$ cat src/rtl/multi_key_typematic_decoder.sv
// multi_key_typematic_decoder: tracks NUM_KEYS PS/2 key codes with edge, toggle and auto-repeat outputs
// Ports: clk/resetN (async active-low); keyCode/make/brakee from the keyboard interface;
// repeatEnable gates the typematic engine; per-key keyIsPressed, keyRisingEdgePulse,
// keyFallingEdgePulse, keyToggle and keyRepeatPulse; anyKeyPressed; lastKeyIndex/lastKeyValid.
module multi_key_typematic_decoder #(
  parameter int NUM_KEYS = 4,
  parameter logic [NUM_KEYS*9-1:0] KEY_CODES = {9'h172, 9'h174, 9'h16B, 9'h175},
  parameter int REPEAT_DELAY = 25_000_000,
  parameter int REPEAT_PERIOD = 5_000_000,
  localparam int IDXW = NUM_KEYS > 1 ? $clog2(NUM_KEYS) : 1
) (
  input  logic                clk,
  input  logic                resetN,
  input  logic [8:0]          keyCode,
  input  logic                make,
  input  logic                brakee,
  input  logic                repeatEnable,
  output logic [NUM_KEYS-1:0] keyIsPressed,
  output logic [NUM_KEYS-1:0] keyRisingEdgePulse,
  output logic [NUM_KEYS-1:0] keyFallingEdgePulse,
  output logic [NUM_KEYS-1:0] keyToggle,
  output logic [NUM_KEYS-1:0] keyRepeatPulse,
  output logic                anyKeyPressed,
  output logic [IDXW-1:0]     lastKeyIndex,
  output logic                lastKeyValid
);
  localparam int MAXC = REPEAT_DELAY > REPEAT_PERIOD ? REPEAT_DELAY : REPEAT_PERIOD;
  localparam int CNTW = $clog2(MAXC);
  localparam logic [CNTW-1:0] DELAY_LAST = CNTW'(REPEAT_DELAY - 1);
  localparam logic [CNTW-1:0] PERIOD_LAST = CNTW'(REPEAT_PERIOD - 1);

  typedef enum logic [1:0] {IDLE, DELAY, REPEAT} stateT;

  stateT state, stateNext;
  logic [CNTW-1:0] cnt, cntNext;
  logic [NUM_KEYS-1:0] pressed, pressedNext, pressedD, rise;
  logic [IDXW-1:0] riseIdx;
  logic atTerm, trackedPressed;

  assign rise = pressed & ~pressedD;
  assign keyIsPressed = pressed;
  assign keyRisingEdgePulse = rise;
  assign keyFallingEdgePulse = ~pressed & pressedD;
  assign anyKeyPressed = |pressed;
  // The tracked key is always the last pressed one: a rise with repeatEnable low aborts the FSM anyway.
  assign trackedPressed = pressed[lastKeyIndex];
  assign atTerm = (state == DELAY && cnt == DELAY_LAST) || (state == REPEAT && cnt == PERIOD_LAST);
  assign keyRepeatPulse = NUM_KEYS'(atTerm && trackedPressed && repeatEnable) << lastKeyIndex;

  // Release wins over press when both strobes arrive together; duplicate codes update every match.
  always_comb begin
    pressedNext = pressed;
    for (int i = 0; i < NUM_KEYS; i++)
      if (keyCode == KEY_CODES[9*i +: 9]) pressedNext[i] = brakee ? 1'b0 : make ? 1'b1 : pressed[i];
  end

  // Lowest rising index wins: scan downward so the last hit is the smallest.
  always_comb begin
    riseIdx = '0;
    for (int i = NUM_KEYS - 1; i >= 0; i--)
      if (rise[i]) riseIdx = IDXW'(i);
  end

  always_comb begin
    stateNext = state;
    cntNext = cnt;
    if (|rise && repeatEnable) begin
      stateNext = DELAY;
      cntNext = '0;
    end else if (state != IDLE && !(trackedPressed && repeatEnable)) begin
      stateNext = IDLE;
      cntNext = '0;
    end else if (state == DELAY) begin
      stateNext = atTerm ? REPEAT : DELAY;
      cntNext = atTerm ? '0 : cnt + 1'b1;
    end else if (state == REPEAT) begin
      cntNext = atTerm ? '0 : cnt + 1'b1;
    end
  end

  always_ff @(posedge clk or negedge resetN) begin
    if (!resetN) begin
      pressed <= '0;
      pressedD <= '0;
      keyToggle <= '0;
      lastKeyIndex <= '0;
      lastKeyValid <= 1'b0;
      state <= IDLE;
      cnt <= '0;
    end else begin
      pressed <= pressedNext;
      pressedD <= pressed;
      keyToggle <= keyToggle ^ rise;
      if (|rise) begin
        lastKeyIndex <= riseIdx;
        lastKeyValid <= 1'b1;
      end
      state <= stateNext;
      cnt <= cntNext;
    end
  end
endmodule

$ cat config.mk
export PLATFORM = sky130hd
export DESIGN_NAME = multi_key_typematic_decoder
export DESIGN_NICKNAME = d
export VERILOG_FILES = /design/src/rtl/multi_key_typematic_decoder.sv
export SDC_FILE = /design/constraint.sdc
export NUM_CORES = 1
export LEC_CHECK = 0
export ABC_AREA = 1
export BUFFER_PORTS_ARGS = -buffer_cell sky130_fd_sc_hd__buf_2
export CAP_MARGIN = 20
export CORE_UTILIZATION = 45
export CTS_CLUSTER_DIAMETER = 60
export DETAILED_ROUTE_END_ITERATION = 12
export SYNTH_ARGS = -nofsm -noshare
export SYNTH_HDL_FRONTEND = slang
export SYNTH_SLANG_ARGS = --single-unit
$ cat constraint.sdc
create_clock -name clk -period 3.2 [get_ports clk]
set_input_delay 0.48 -clock clk [delete_from_list [all_inputs] [get_ports clk]]
set_output_delay 0.48 -clock clk [all_outputs]
set_load 0.02 [all_outputs]
* Word-level counts from Yosys, hierarchy flattened
Cells that the tools add are included.
** Word-level totals
- Register bits :: 42
- Input port bits :: 14
- Output and inout bits :: 24
- Logic and storage cells :: 62
** Operators by class
- $add $sub $neg :: 1
- Order comparisons :: 1
- Equality and inequality tests :: 8
- Shifts and indexed selects :: 1
- Mux-type cells :: 17
- Bitwise logic cells :: 5
- Reduce and logical (&&, ||, !) cells :: 19
** Operator list (count)
- 25-bit 2-to-1 mux :: 5
- 9-bit equality test (second input constant) :: 4
- 25-bit by 1-bit adder with 25-bit output (second input constant) :: 1
- 25-bit by 23-bit equality test with 1-bit output (second input constant) :: 1
- 25-bit equality test (second input constant) :: 1
- 2-bit 2-to-1 mux :: 8
- 4-bit AND :: 2
- 4-bit NOT :: 2
- 2-bit AND reduction :: 4
- 4-bit OR reduction :: 2
- 1-bit logical AND :: 7
- 2-bit nonzero test :: 2
- 4-bit nonzero test :: 1
- 1-bit by 2-bit << shifter with 4-bit output :: 1
- 4-bit bitwise XOR :: 1
- 2-bit by 3-bit less-than comparator with 1-bit output (second input constant) :: 1
- 1-bit 2-to-1 mux :: 3
- 3-bit nonzero test :: 1
- 1-bit binary-select mux with 2-bit select :: 1
- 2-bit by 1-bit equality test with 1-bit output (second input constant) :: 1
- 2-bit equality test (second input constant) :: 1
- 1-bit zero test :: 1
- 1-bit logical OR :: 1

* Longest topological paths before layout
- Depth after elaboration :: 8
- Mapped depth :: 12

* Worst setup path after synthesis
No wires, ideal clock.
- Path kind :: reg-to-output
- Start :: reg cnt[0]
- End :: out keyRepeatPulse[1]
- Data arrival time :: 1.490 ns
- Slack :: 1.230 ns
- Stages on the path, launching flop included :: 8
- Path buffers :: 0
- Cells stage by stage :: dfrtp_1 -> ha_1 -> nand2_4 -> nor3_2 -> nand2_2 -> nor2_2 -> nand2_1 -> nor2_1
** Between the ends
- Word-level cells in the longest chain between the ends :: 6
- Elaborated cells on any way between the ends :: 8
** RTL lines
- start, declared :: line 35 : logic [CNTW-1:0] cnt, cntNext;
- start signal, assigned :: line 99 : cnt <= cntNext;
- 25-bit equality test / 25-bit by 23-bit equality test with 1-bit output (equally long branches) :: line 47 : assign atTerm = (state == DELAY && cnt == DELAY_LAST) || (state == REPEAT && cnt == PERIOD_LAST);
- 1-bit logical AND :: line 47
- 1-bit logical OR * :: line 47
- 1-bit logical AND * (2 in series) :: line 48 : assign keyRepeatPulse = NUM_KEYS'(atTerm && trackedPressed && repeatEnable) << lastKeyIndex;
- 1-bit by 2-bit << shifter with 4-bit output * :: line 48
- end, declared :: line 22 : output logic [NUM_KEYS-1:0] keyRepeatPulse,
Every way passes the cells marked *; elsewhere a longest branch is shown, timed or not.

* Final worst setup path
Ends and elaborated chain as after synthesis.

==> results.sh <==
export IMPL_outcome="finished, final reports clean"
export IMPL_crit_required_ns=2.72
export IMPL_synth_most_common_cell="nand2_1"
export IMPL_grt_max_degree=43
export IMPL_worstSkewPairLatency_ns=0.30
export IMPL_dr_pass1_iters=4
export IMPL_reg2reg_depth=7
export IMPL_io_buffers=37
export IMPL_vias=2666
export IMPL_hold_viol=0
export IMPL_power_frac_seq_pct=38.5
export IMPL_swShare_pct=41.3
export IMPL_period_minus_slack_ns=2.38
export IMPL_track_usage_pct=22.4
export IMPL_min_delay_start="brakee"
export IMPL_clock_root_buffer="clkbuf_8"
export IMPL_path_max_fanout=7
export IMPL_max_freq_mhz=420
export IMPL_power_density_mw_per_mm2=531
export IMPL_nNetsFinal=481
export IMPL_grt_first_pass_wirelength_microns=11600
export IMPL_postSynthAreaPerCell_sq_um=6.86
export IMPL_vias_per_cell=4.92
export IMPL_ctsHtreeMaxLevel=2
export IMPL_rows=28
export IMPL_startpoint="cnt[0]"
export IMPL_ys_seq_area_share_pct=36.0
export IMPL_ys_warn_count=0
export IMPL_slew_headroom_pct=63.4
export IMPL_cts_buffers=5
export IMPL_post_cts_resized=0
export IMPL_pre_cts_slack_ns=1.14
export IMPL_start_util_pct=47.9
export IMPL_die_h_microns=82.6
export IMPL_clock_skew_ns=0.00965
export IMPL_wl_microns=6750
export IMPL_rsz0062_at_grt="no"
export IMPL_internal_power_w=0.00102
export IMPL_r2r_end="cnt[16]"
export IMPL_clkPwrFrac_pct=23.8
export IMPL_arrival_ns=1.90
export IMPL_yosysUniqueCellTypes=32
export IMPL_p_sw_w=0.000719
export IMPL_synthCells=426
export IMPL_synthTopCellsByCount="nand2_1, inv_1, nor2_1"
export IMPL_leakage_nw=1.75
export IMPL_grt_pass1_vias=2440
export IMPL_final_antenna_net_count=0
export IMPL_hold_worst_slack_ns=0.418
export IMPL_syn_to_final_growth_pct=12.2
export IMPL_post_route_period_util_pct=74.4
export IMPL_tns_ns=0
export IMPL_postCtsSetupRepairBufs=0
export IMPL_dieArea_sq_mm=0.00682
export IMPL_r2r_start="cnt[0]"
export IMPL_power_share_combinational_pct=37.7
export IMPL_drive_gt1_share_pct=18.2
export IMPL_antenna_found_initial=0
export IMPL_final_setup_worst_slack_ns=0.820
export IMPL_ys_flop_type="dfrtp_1"
export IMPL_core_sq_mm=0.00610
export IMPL_synth_top_area_share_pct=36.0
export IMPL_post_dp_hpwl_microns=5170
export IMPL_slew_violations=0
export IMPL_synth_area_top_cells="dfrtp_1, nand2_1, inv_1"
export IMPL_crit_path_cell_trace="ha_1, nand2_4, nor3_2, nand2_2, nor2_2, nand2_1, nor2_1, buf_2"
export IMPL_tightest_slew_ns=0.548
export IMPL_critical_path_top_delay_family="simple AND/OR/NAND/NOR gates"
export IMPL_final_util_pct=53.8
export IMPL_place_congestion=0.868
export IMPL_endpoint_kind="primary output"
export IMPL_hold_path_class="input pin to register"
export IMPL_crit_buf_inv=1
export IMPL_slowest_delay_ns=0.39
export IMPL_drc=0
export IMPL_critPathLaunchType="register"
export IMPL_clockBufferDepth=2
export IMPL_holdPathEnd="keyIsPressed[3]"
export IMPL_cap_violations=0
export IMPL_setup_viol=0
export IMPL_regToRegSetupSlack_ns=1.23
export IMPL_wire_per_inst_microns=12.5
export IMPL_min_path_cells=2
export IMPL_pin_count=38
export IMPL_synth_top_cell_by_area="dfrtp_1"
export IMPL_die_x_microns=82.6
export IMPL_cts_tree="built"
export IMPL_grt_overflow_total=0
export IMPL_syn_nets=441
export IMPL_synthArstFlopShare_pct=100
export IMPL_antennaDiodeCount=0
export IMPL_peakVddDrop_mv=0.611
export IMPL_first_iter_violations=177
export IMPL_ys_ff_latch=42
export IMPL_synth_edf_count=0
export IMPL_syn_area_sq_mm=0.00292
export IMPL_crit_slowest_cell="dfrtp_1"
export IMPL_cts_sinks=42
export IMPL_path_clk_slew_ns=0.07
export IMPL_worstSetupPathType="register to primary output"
## flip-flops by register name, summed over array words and instances, names as in the netlist
signal	cells
lastKeyIndex	2
state	2
keyToggle	4
lastKeyValid	1
keyIsPressed	4
cnt	25
pressedD	4
## placed cells by master, fill, tap and decap left out, types with 5 or more instances in the layout
cell / n
nor2_4: 5
nand2_1: 135
o21ai_0: 5
nor3_1: 5
buf_2: 37
nand3_1: 39
xor2_1: 10
clkbuf_8: 5
dfrtp_1: 42
nor2_1: 52
xnor2_1: 6
nand2_2: 10
nand3_2: 11
inv_1: 65
nand4_1: 8
## worst reg2reg max path, stage by stage, from the launching register on
cell and delay [ns]:
dfrtp_1 0.39, ha_1 0.33, nand3_2 0.18, nor3_1 0.43
nand3_1 0.20, xor2_1 0.18, nand3_1 0.08, nand2_1 0.07
## layer usage
| layer | wire length [microns] | global-route usage (%) | up-vias |
|---|---|---|---|
| met4 | 76 | 6.03 | 0 |
| met2 | 2900 | 34.5 | 52 |
| met1 | 3530 | 32.8 | 1217 |
| li1 | - | - | 1390 |
| met3 | 249 | 2.97 | 7 |
| met5 | 0 | 0 | - |
## through the flow
step                std cells  area, sq um  power [W]
finish                    542         3280    0.00174
global route              542         3280    0.00186
CTS                       540         3250    0.00176
detailed placement        532         3140    0.00134
global placement          532         3140    0.00134
floorplan                 426         2920    0.00122
## kinds of logic (layout without fill, tap and decap cells)
| kind of cell | after synthesis | in the layout | synth area share, % |
|---|---|---|---|
| compound gates | 12 | 12 | 2.23 |
| buf+inv | 75 | 116 | 11.0 |
| xor+xnor | 16 | 16 | 4.80 |
| simple gates | 280 | 280 | 45.6 |
| fa+ha+maj | 1 | 1 | 0.428 |
| flops | 42 | 42 | 36.0 |
## power by group through the flow
stage          Combinational [W]  Clock, W  Sequential (W)
2_1_floorplan           0.000499         0        0.000719
6_report                0.000656  0.000414        0.000670
3_5_place_dp            0.000656         0        0.000681
3_3_place_gp            0.000659         0        0.000677
5_1_grt                 0.000735  0.000445        0.000682
4_1_cts                 0.000657  0.000428        0.000670
## what timing repair did
action                                  CTS  global route
hold buffers                              0             1
hold endpoints to repair                  0             2
endpoints found under the setup margin    0             0
## layout make-up
class	count	area (sq um)
multi-input cells	309	1550
well taps	75	93.8
repair buffers	39	215
clock inverters	1	30.0
clock buffers	7	76.3
flip-flops and latches	42	1050
fillers	601	2820
inverters	69	262
## worst max-delay path by stage
stage                              to  cells past startpoint
global placement    keyRepeatPulse[1]                      8
global route        keyRepeatPulse[2]                     11
detailed placement  keyRepeatPulse[1]                      8
CTS                 keyRepeatPulse[1]                      8
finish              keyRepeatPulse[1]                      8
floorplan           keyRepeatPulse[1]                      7
Note: power is estimated with default switching activity, not from simulation.
